**config.mk**
```make
export PLATFORM = sky130hd
export DESIGN_NAME = instruction_fetch
export DESIGN_NICKNAME = d
export VERILOG_FILES = /design/src/rtl/pipeline_pkg.sv /design/src/rtl/fetch_buffer.sv /design/src/rtl/instruction_fetch.sv
export SDC_FILE = /design/constraint.sdc
export NUM_CORES = 1
export LEC_CHECK = 0
export ABC_AREA = 1
export CAP_MARGIN = 0
export CORE_UTILIZATION = 47
export CTS_BUF_LIST = sky130_fd_sc_hd__clkbuf_4 sky130_fd_sc_hd__clkbuf_8 sky130_fd_sc_hd__clkbuf_16
export CTS_CLUSTER_SIZE = 28
export DETAILED_ROUTE_END_ITERATION = 8
export PLACE_DENSITY_LB_ADDON = 0.05
export SYNTH_ARGS = -nofsm -noshare
export SYNTH_HDL_FRONTEND = slang
export SYNTH_HIERARCHICAL = 1
export SYNTH_SLANG_ARGS = --single-unit
```
**constraint.sdc**
```tcl
create_clock -name clk -period 3.49 [get_ports clk]
set_clock_uncertainty 0.1 [all_clocks]
set_input_delay 0.698 -clock clk [delete_from_list [all_inputs] [get_ports clk]]
set_output_delay 0.698 -clock clk [all_outputs]
set_load 0.005 [all_outputs]
```
**src/rtl/pipeline_pkg.sv**
```systemverilog
// Shared pipeline constants: reset/bubble values, fetch FSM encoding and
// the base opcodes that the decode stage also keys on.
package pipeline_pkg;

  localparam logic [31:0] RESET_PC_DEF  = 32'h0000_0000;
  localparam logic [31:0] NOP_INSTR_DEF = 32'h0000_0013;  // addi x0,x0,0

  typedef enum logic {
    FETCH = 1'b0,  // request outstanding to the I-cache, buffer empty
    HOLD  = 1'b1   // word at PC_r parked in the fetch buffer, no request
  } fetch_state_e;

  localparam logic [6:0] OPC_LUI    = 7'b0110111;
  localparam logic [6:0] OPC_AUIPC  = 7'b0010111;
  localparam logic [6:0] OPC_JAL    = 7'b1101111;
  localparam logic [6:0] OPC_JALR   = 7'b1100111;
  localparam logic [6:0] OPC_BRANCH = 7'b1100011;
  localparam logic [6:0] OPC_LOAD   = 7'b0000011;
  localparam logic [6:0] OPC_STORE  = 7'b0100011;
  localparam logic [6:0] OPC_OP_IMM = 7'b0010011;
  localparam logic [6:0] OPC_OP     = 7'b0110011;

endpackage

```
**src/rtl/fetch_buffer.sv**
```systemverilog
// One-entry word buffer with valid flag; clear takes priority over load.
module fetch_buffer #(
  parameter int DATA_W = 32
) (
  input  logic              clk,
  input  logic              rst,
  input  logic              load,
  input  logic              clear,
  input  logic [DATA_W-1:0] din,
  output logic [DATA_W-1:0] dout,
  output logic              valid
);

  // Valid flag is control state and is reset; the data word is not.
  always_ff @(posedge clk) begin
    if (rst)        valid <= 1'b0;
    else if (clear) valid <= 1'b0;
    else if (load)  valid <= 1'b1;
  end

  // Capture the word whenever a load is requested.
  always_ff @(posedge clk) begin
    if (load && !clear) dout <= din;
  end

endmodule

```
**src/rtl/instruction_fetch.sv**
```systemverilog
// Fetch stage: owns the PC, drives the I-cache read port and fills IF/ID.
// A one-entry buffer parks a returned word while the pipeline is frozen or
// holding, so the word is never requested twice.
module instruction_fetch
  import pipeline_pkg::*;
#(
  parameter logic [31:0] RESET_PC  = RESET_PC_DEF,
  parameter logic [31:0] NOP_INSTR = NOP_INSTR_DEF
) (
  input  logic        clk,
  input  logic        rst,
  input  logic        memory_stall,
  input  logic        PC_src,
  input  logic        IF_flush,
  input  logic        PC_write,
  input  logic [31:0] branch_address,
  input  logic [31:0] IF_DWrite,
  input  logic [31:0] ICACHE_rdata,
  input  logic        ICACHE_stall,
  output logic        ICACHE_ren,
  output logic [29:0] ICACHE_addr,
  output logic [31:0] instruction_1,
  output logic [31:0] PC_1
);

  fetch_state_e state, state_next;
  logic [31:0]  pc_r, pc_d, instr_d, pc1_d;
  logic [31:0]  buf_word, word;
  logic         buf_valid, buf_load, buf_clear, word_avail;

  // Redirect targets are word aligned; the low target bits are dropped.
  logic unused_target_lsbs;
  assign unused_target_lsbs = ^branch_address[1:0];

  fetch_buffer #(.DATA_W(32)) u_fetch_buffer (
    .clk   (clk),
    .rst   (rst),
    .load  (buf_load),
    .clear (buf_clear),
    .din   (word),
    .dout  (buf_word),
    .valid (buf_valid)
  );

  // Cache port is decoded from state so the address cannot move while a
  // request is pending: PC_r only changes when the word has been consumed.
  assign ICACHE_ren  = (state == FETCH);
  assign ICACHE_addr = pc_r[31:2];
  assign word_avail  = buf_valid | (ICACHE_ren & ~ICACHE_stall);
  assign word        = buf_valid ? buf_word : ICACHE_rdata;

  // Fetch state register.
  always_ff @(posedge clk) begin
    if (rst) state <= FETCH;
    else     state <= state_next;
  end

  // Next-state and datapath selection, in priority order:
  // freeze, hazard hold, redirect, sequential issue.
  always_comb begin
    state_next = state;
    buf_load   = 1'b0;
    buf_clear  = 1'b0;
    pc_d       = pc_r;
    instr_d    = instruction_1;
    pc1_d      = PC_1;
    if (memory_stall) begin
      if (state == FETCH && !ICACHE_stall) begin
        buf_load   = 1'b1;
        state_next = HOLD;
      end
    end else if (PC_write) begin
      // Redirect is ignored here: ID re-asserts it once operands are fresh.
      instr_d = IF_DWrite;
      if (word_avail) begin
        buf_load   = 1'b1;
        state_next = HOLD;
      end
    end else if (PC_src) begin
      pc_d       = {branch_address[31:2], 2'b00};
      buf_clear  = 1'b1;
      state_next = FETCH;
      if (IF_flush) begin
        instr_d = NOP_INSTR;
        pc1_d   = pc_r;
      end
    end else if (word_avail) begin
      instr_d    = word;
      pc1_d      = pc_r;
      pc_d       = pc_r + 32'd4;
      buf_clear  = 1'b1;
      state_next = FETCH;
    end
  end

  // ---- IF / ID boundary: PC and IF/ID register ----
  always_ff @(posedge clk) begin
    if (rst) begin
      pc_r          <= RESET_PC;
      instruction_1 <= NOP_INSTR;
      PC_1          <= RESET_PC;
    end else begin
      pc_r          <= pc_d;
      instruction_1 <= instr_d;
      PC_1          <= pc1_d;
    end
  end

endmodule

```
Yosys cells after proc, flatten, opt, wreduce, memory -nomap -nowiden
Cells that the tools add are included.
{ "word_totals": {"ff_bits": 130, "latchBits": 0, "ram_bits": 0, "mem_bits_ro": 0, "input_bits": 103, "out_inout_bits": 95, "elab_cells": 52, "n_memories": 0} }
{ "classes": {"n_addsub": 1, "mul": 0, "n_div": 0, "n_lt_le_gt_ge": 0, "eq_ne": 4, "n_shift": 0, "muxes": 23, "n_bitwise": 6, "reduce_logical": 12} }
{ "op_table": {"columns": ["op", "n"], "rows": [
  ["$mux 32", 10],
  ["$add 32x3->32 const B", 1],
  ["$mux 1", 13],
  ["$reduce_and 3->1", 3],
  ["$reduce_bool 3->1", 2],
  ["$ne 2x1->1 const B", 2],
  ["$not 1->1", 4],
  ["$reduce_and 4->1", 1],
  ["$ne 3x1->1 const B", 1],
  ["$ne 3x2->1 const B", 1],
  ["$logic_and 1x1->1", 2],
  ["$logic_not 1->1", 2],
  ["$reduce_bool 2->1", 1],
  ["$reduce_or 2->1", 1],
  ["$and 1x1->1", 1],
  ["$or 1x1->1", 1]
]} }

Depth between registers and ports, before layout
Gate-level depths: netlist of the first run.
{ "depth": {"depth_word": 9, "depth_mapped": 10, "mapped_depth_nobuf": 10} }

Cells and area by module
Netlist of the first run, hierarchy kept.
{ "by_module_without_submodules": {"columns": ["mod", "n_inst", "cells_per_inst", "area_per_inst_um2", "seq_area_each_um2"], "rows": [
  ["instruction_fetch", 1, 898, 5298.8, 1861.8],
  ["fetch_buffer", 1, 40, 1007.2, 980.9]
]} }

Worst setup path before layout of the first run
Ideal clock, no wire load.
{ "synth_path": {"path_type": "input to register", "start": "in ICACHE_stall", "end": "reg u_fetch_buffer.dout[0], enable pin", "setup_time_ps": 422, "t_arrival_ps": 2703, "required_time_ps": 2968, "path_slack_ps": 265, "stages": 8, "path_buffers": 2, "path_cell_list": "nor2_1 -> nor2_1 -> nand2_1 -> nand2_1 -> inv_1 -> buf_2 -> buf_4 -> nor2_1"} }
{ "synth_via": {"elab_chain_len": 9, "word_cells_on_any_way": 14, "classes_between": "7 x mux; 3 x bitwise; 4 x reduce/logical"} }
{ "synth_rtl": {"columns": ["element", "line_no", "rtl"], "rows": [
  ["from (decl)", "instruction_fetch.sv:19", "input logic ICACHE_stall,"],
  ["$not 1->1", "instruction_fetch.sv:49", "assign word_avail = buf_valid | (ICACHE_ren & ~ICACHE_stall);"],
  ["$and 1x1->1", "instruction_fetch.sv:49", null],
  ["$or 1x1->1", "instruction_fetch.sv:49", null],
  ["$mux 1", "instruction_fetch.sv:87", "end else if (word_avail) begin"],
  ["$mux 1", "instruction_fetch.sv:79", "end else if (PC_src) begin"],
  ["$mux 1", "instruction_fetch.sv:72", "end else if (PC_write) begin"],
  ["$mux 1", "instruction_fetch.sv:67", "if (memory_stall) begin"],
  ["named net buf_clear", "instruction_fetch.sv:29", "logic buf_valid, buf_load, buf_clear, word_avail;"],
  ["$logic_not 1->1", "fetch_buffer.sv:23", "if (load && !clear) dout <= din;"],
  ["$logic_and 1x1->1", "fetch_buffer.sv:23", null],
  ["to (signal assigned)", "fetch_buffer.sv:23", null],
  ["to (decl)", "fetch_buffer.sv:10", "output logic [DATA_W-1:0] dout,"]
]} }
The timed path passes the listed nets, and every way through them passes these cells.
A chain may end at the register's enable or synchronous reset.

Final worst setup path of the first run
{ "layout_path": {"start": "in PC_src", "end": "reg pc_r[20]"} }
{ "layout_via": {"elab_chain_len": 2, "word_cells_on_any_way": 3, "classes_between": "1 x mux; 2 x reduce/logical"} }
{ "layout_rtl": {"columns": ["element", "line_no", "rtl"], "rows": [
  ["from (decl)", "instruction_fetch.sv:13", "input logic PC_src,"],
  ["$reduce_bool 2->1 (no source line)", null, null],
  ["$reduce_and 3->1 (no source line)", null, null],
  ["to (signal assigned)", "instruction_fetch.sv:103", "pc_r <= pc_d;"],
  ["to (decl)", "instruction_fetch.sv:27", "logic [31:0] pc_r, pc_d, instr_d, pc1_d;"]
]} }
Parallel ways exist; a longest one is shown, timed or not.

==> results.sh, run 1 <==
export IMPL_seqPwrFrac_pct=40.5
export IMPL_r2r_start="pc_r[2]$_SDFFE_PP0P_"
export IMPL_grt_max_degree=66
export IMPL_dpl_hpwl_um=12400
export IMPL_ys_ff_latch=126
export IMPL_cts_tree="yes"
export IMPL_reg2reg_depth=10
export IMPL_final_hold_viol_count=0
export IMPL_ctsResizeCount=0
export IMPL_area_growth_pct=42.2
export IMPL_switching_share_pct=24.2
export IMPL_cp_cell_sequence="clkdlybuf4s50_1 > inv_2 > buf_4 > nand2_1 > nand2_1 > buf_4 > nand2_1 > inv_1 > nand2_1 > nand2_1"
export IMPL_slew_headroom_pct=53.6
export IMPL_ioPinCount=198
export IMPL_portBuffers=193
export IMPL_cap_violations=0
export IMPL_clockRootBuffer="clkbuf_16"
export IMPL_numCtsBuffers=17
export IMPL_r2r_end="pc_r[28]$_SDFFE_PP0P_"
export IMPL_period_needed_ps=2420
export IMPL_rows=41
export IMPL_worstSkewPairLatency_ps=420
export IMPL_drt_wl_total_um=18800
export IMPL_period_share_pct=69.4
export IMPL_report_final_slew_viol_count=0
export IMPL_synth_seq_area_share_pct=45.1
export IMPL_cp_start_kind="primary input"
export IMPL_path_clk_slew_ps=50
export IMPL_rsz0062_at_grt="false"
export IMPL_cellPowerDensity_nw_per_um2=459
export IMPL_critPathBufInv=5
export IMPL_clockPowerShare_pct=44.8
export IMPL_die_x_um=118
export IMPL_worstSetupStartpoint="PC_src"
export IMPL_cts_num_sinks=126
export IMPL_final_setup_viol_count=0
export IMPL_num_vias=6521
export IMPL_post_cts_setup_buffer_count=0
export IMPL_layout_common_cells="267 x nand2_1, 192 x clkdlybuf4s50_1, 128 x nor2_1, 128 x o21ai_0, 100 x inv_1"
export IMPL_syn_area_um2=6310
export IMPL_h_tree_depth=4
export IMPL_clockBufferDepth=2
export IMPL_path_delay_family="buffers and inverters"
export IMPL_grt_first_pass_wirelength_um=30200
export IMPL_hold_buffers=0
export IMPL_crit_path_end="pc_r[20]$_SDFFE_PP0P_"
export IMPL_core_um2=12800
export IMPL_dieArea_um2=13900
export IMPL_diodes=0
export IMPL_synthCells=938
export IMPL_end_kind="flop"
export IMPL_crit_type="primary input to flop"
export IMPL_hold_class="flop to flop"
export IMPL_p_switching_mw=0.997
export IMPL_cp_depth=10
export IMPL_wire_per_inst_um=14.5
export IMPL_postSynthAreaPerCell_um2=6.72
export IMPL_cpPeakStageDelay_ps=430
export IMPL_ant_nets=0
export IMPL_fmax_ghz=0.413
export IMPL_layout_commonest_cell="nand2_1"
export IMPL_cp_common_cell="nand2_1"
export IMPL_async_flop_share_pct=0
export IMPL_yosysWarnings=6
export IMPL_initial_core_util_pct=49.2
export IMPL_via_per_inst=5.02
export IMPL_synth_flop_cell="dfxtp_1"
export IMPL_setup_tns_ps=0
export IMPL_worst_slack_ps=1070
export IMPL_drive_above_1_share_pct=4.88
export IMPL_ir_drop_mv=0.267
export IMPL_arrival_ps=2680
export IMPL_pre_cts_ws_ps=671
export IMPL_worstPathRequired_ps=3750
export IMPL_comb_power_share_pct=14.6
export IMPL_fill_cells=1143
export IMPL_final_nets=1218
export IMPL_cp_slowest_cell="clkdlybuf4s50_1"
export IMPL_place_congestion=0.900
export IMPL_internal_power_mw=3.12
export IMPL_synth_edf_count=32
export IMPL_ys_types=25
export IMPL_cp_max_fo=33
export IMPL_p_leak_nw=3.52
export IMPL_worstMarginPinSlew_ps=695
export IMPL_grt_usage_pct=27.3
export IMPL_reg2reg_slack_ps=1470
export IMPL_route_detailed_drc=0
export IMPL_grt_pass1_vias=6175
export IMPL_drtPass1Iterations=6
export IMPL_die_h_um=118
export IMPL_drtIter0Drc=560
export IMPL_grt_remaining_overflow=0
export IMPL_antenna_found_initial=0
export IMPL_status="finished clean"
sequential cells by signal (all words and copies together) (netlist names):
register / cells
state: 1
u_fetch_buffer/dout: 32
pc_r: 30
instruction_1: 32
u_fetch_buffer/valid: 1
PC_1: 30
power by group through the flow:
stage	logic [mW]	clock network, mW	registers, mW
after global routing	0.670	1.93	1.68
final	0.603	1.84	1.67
after floorplan	0.293	0	1.69
after detailed placement	0.597	0	1.70
after CTS	0.605	1.86	1.67
after global placement	0.590	0	1.70
routing by layer:
metal | vias up | wire length, um | global-route usage (%)
li1 | 3333 | - | -
met1 | 2935 | 8130 | 34.2
met2 | 218 | 9160 | 46.3
met3 | 35 | 1080 | 4.94
met4 | 0 | 438 | 11.0
met5 | - | 0 | 0
cell families (layout without fill, tap and decap cells):
| group | count (synthesis) | count (layout) | share of synthesized area (%) |
|---|---|---|---|
| other cells | 1 | 2 | 0.0595 |
| buf+inv | 156 | 344 | 10.1 |
| flops | 126 | 126 | 45.1 |
| simple gates | 465 | 465 | 29.2 |
| fa+ha+maj | 1 | 1 | 0.198 |
| compound gates | 189 | 189 | 15.3 |
worst min-delay path by stage:
stage,start,to,cells after the start
after floorplan,instruction_1[0]$_SDFFE_PP1P_,instruction_1[0]$_SDFFE_PP1P_,2
after global placement,instruction_1[4]$_SDFFE_PP1P_,instruction_1[4]$_SDFFE_PP1P_,2
after detailed placement,instruction_1[0]$_SDFFE_PP1P_,instruction_1[0]$_SDFFE_PP1P_,2
after CTS,instruction_1[0]$_SDFFE_PP1P_,instruction_1[0]$_SDFFE_PP1P_,2
after global routing,PC_1[30]$_SDFFE_PP0P_,PC_1[30]$_SDFFE_PP0P_,2
final,instruction_1[0]$_SDFFE_PP1P_,instruction_1[0]$_SDFFE_PP1P_,2
worst register-to-register path: cells and delay by family, from the launching register on:
kind          cells  cell delay [ps]
flops             1              440
fa+ha+maj         1              210
simple gates      9             1150
through the flow:
stage | hold slack [ps] | power (mW) | instance area, um2 | cells | utilization, %
2_1_floorplan | 353 | 1.98 | 6310 | 939 | -
3_3_place_gp | 338 | 2.29 | 8340 | 1267 | 65.0
3_5_place_dp | 343 | 2.30 | 8340 | 1267 | 65.0
4_1_cts | 357 | 4.14 | 8970 | 1299 | 69.9
5_1_grt | 381 | 4.28 | 8970 | 1299 | 69.9
6_report | 354 | 4.12 | 8970 | 1299 | 69.9
area by class of cell:
cell class,count,area (um2),share of cell area (%)
clock inverters,5,75.1,0.837
well taps,172,215,2.40
flip-flops and latches,126,2840,31.7
multi-input cells,657,2840,31.7
clock buffers,27,551,6.14
repair buffers,208,2050,22.9
inverters,104,390,4.35
synth_stat cells, drive strengths merged (3+ instances only):
cell type / number / area (um2)
inv: 104 / 390
edfxtp: 32 / 961
o21ai: 134 / 674
clkbuf: 27 / 101
nand3b: 4 / 30.0
o22ai: 3 / 18.8
a21oi: 48 / 240
nor2: 129 / 484
dfxtp: 94 / 1880
buf: 25 / 144
nand3: 63 / 315
nand2: 267 / 1000
(Power assumes the default switching activity.)
==> inputs of run 2 (changes only) <==
Settings changed: CORE_UTILIZATION 47 to 43.
Clock period 3.49 ns to 2.1 ns, I/O delays scaled along.
==> results.sh, run 2 (synthesized netlist as in run 1, its figures left out) <==
export IMPL_status="finished clean"
export IMPL_portBuffers=193
export IMPL_cts_num_sinks=126
export IMPL_core_um2=14100
export IMPL_report_final_slew_viol_count=0
export IMPL_reg_top3="instruction_1 (32), u_fetch_buffer/dout (32)"
export IMPL_hp_start="rst"
export IMPL_wire_per_inst_um=14.4
export IMPL_cp_depth=1
export IMPL_num_vias=6690
export IMPL_grt_first_pass_wirelength_um=30300
export IMPL_dp_cells=1302
export IMPL_fill_cells=1329
export IMPL_regArea_um2=2840
export IMPL_worst_slack_ps=91.3
export IMPL_grt_max_degree=46
export IMPL_area_growth_pct=45.6
export IMPL_ir_drop_mv=0.533
export IMPL_clockBufferDepth=2
export IMPL_p_total_mw=6.61
export IMPL_arrival_ps=1490
export IMPL_grt_util_met2_pct=41.1
export IMPL_r2r_start="pc_r[3]$_SDFFE_PP0P_"
export IMPL_diodes=0
export IMPL_cp_start_kind="flop"
export IMPL_final_setup_viol_count=0
export IMPL_r2r_end="pc_r[29]$_SDFFE_PP0P_"
export IMPL_period_needed_ps=2010
export IMPL_dieArea_um2=15200
export IMPL_worstPathRequired_ps=1580
export IMPL_layout_commonest_cell="nand2_1"
export IMPL_die_x_um=123
export IMPL_critPathBufInv=1
export IMPL_place_congestion=0.893
export IMPL_final_nets=1245
export IMPL_ant_nets=0
export IMPL_path_clk_slew_ps=50
export IMPL_dpl_hpwl_um=13000
export IMPL_gr_usage_met3_pct=6.73
export IMPL_instances_no_fill=1334
export IMPL_worstMarginPinSlew_ps=520
export IMPL_grt_pass1_vias=6041
export IMPL_initial_core_util_pct=44.7
export IMPL_end_kind="output pin"
export IMPL_post_cts_setup_buffer_count=0
export IMPL_reg2reg_slack_ps=240
export IMPL_via_per_inst=5.01
export IMPL_grt_usage_pct=26.2
export IMPL_reg2reg_depth=10
export IMPL_drtPass1Iterations=7
export IMPL_h_tree_depth=4
export IMPL_hold_class="primary input to flop"
export IMPL_pre_cts_ws_ps=-110
export IMPL_postLayoutCellArea_um2=9180
export IMPL_cts_tree="yes"
export IMPL_cellPowerDensity_nw_per_um2=720
export IMPL_drive_above_1_share_pct=6.93
export IMPL_die_h_um=123
export IMPL_cp_slowest_cell="clkdlybuf4s50_1"
export IMPL_p_leak_nw=3.63
export IMPL_period_share_pct=95.7
export IMPL_grt_remaining_overflow=0
export IMPL_fmax_ghz=0.498
export IMPL_slew_headroom_pct=65.3
export IMPL_cp_cell_sequence="clkdlybuf4s50_1"
export IMPL_rows=43
export IMPL_multi_input_area_um2=2840
export IMPL_numCtsBuffers=17
export IMPL_hold_buffers=0
export IMPL_route_detailed_drc=0
export IMPL_busiest_layer="met2"
export IMPL_setup_tns_ps=0
export IMPL_rsz0062_at_grt="false"
export IMPL_crit_path_end="ICACHE_addr[19]"
export IMPL_crit_type="flop to output pin"
export IMPL_use_met1_pct=35.5
export IMPL_place_area_um2=8630
export IMPL_cap_violations=0
export IMPL_drt_wl_total_um=19300
export IMPL_cp_max_fo=7
export IMPL_ctsResizeCount=0
export IMPL_clockRootBuffer="clkbuf_16"
export IMPL_layout_common_cells="267 x nand2_1, 192 x clkdlybuf4s50_1, 128 x nor2_1, 128 x o21ai_0, 100 x inv_1"
export IMPL_cpPeakStageDelay_ps=570
export IMPL_worstSetupStartpoint="pc_r[21]$_SDFFE_PP0P_"
export IMPL_ioPinCount=198
export IMPL_antenna_found_initial=0
export IMPL_worstSkewPairLatency_ps=420
export IMPL_path_delay_family="buffers and inverters"
export IMPL_final_hold_viol_count=0
export IMPL_drtIter0Drc=462
-- run 2: stage by stage --
| step | utilization (%) | hold WS, ps |
|---|---|---|
| floorplan | - | 353 |
| global route | 65.2 | 356 |
| global placement | 61.2 | 340 |
| detailed placement | 61.2 | 350 |
| CTS | 65.2 | 298 |
| finish | 65.2 | 312 |
-- run 2: metal layers --
layer	share of wire [%]	routed length [um]	vias up
met4	1.5	290	0
met3	7.7	1490	21
met1	47	8960	3027
li1	-	-	3402
met2	44	8520	240
met5	0	0	-
-- run 2: worst reg2reg max path, cell delays in order, from the launching register on --
cell	delay, ps
dfxtp_1	350
buf_4	150
nand2_1	50
nor2_1	370
nand2_1	160
nor2_1	210
nand2_1	80
nand2_1	70
nand3_1	90
nand2_1	80
nand2_1	40
-- run 2: how the worst min path moves through the flow --
stage	slack, ps	cells after the start	end
finish	310	5	state$_SDFFE_PP0P_
global placement	340	2	instruction_1[0]$_SDFFE_PP1P_
detailed placement	350	2	instruction_1[1]$_SDFFE_PP1P_
floorplan	350	2	instruction_1[0]$_SDFFE_PP1P_
CTS	300	5	state$_SDFFE_PP0P_
global route	360	5	state$_SDFFE_PP0P_
-- run 2: power by group --
group	internal [mW]	total (mW)	switching, mW
sequential	2.68	2.77	0.0888
clock	1.68	2.76	1.08
combinational	0.547	1.08	0.536
total	4.91	6.61	1.71
-- run 2: cell type report --
cell class,count,share of cell area (%)
tap,180,2.45
multi-input combinational,657,30.9
clock buffer,20,5.01
timing repair buffer,235,25.4
clock inverter,12,1.04
sequential,126,31.0
inverter,104,4.25
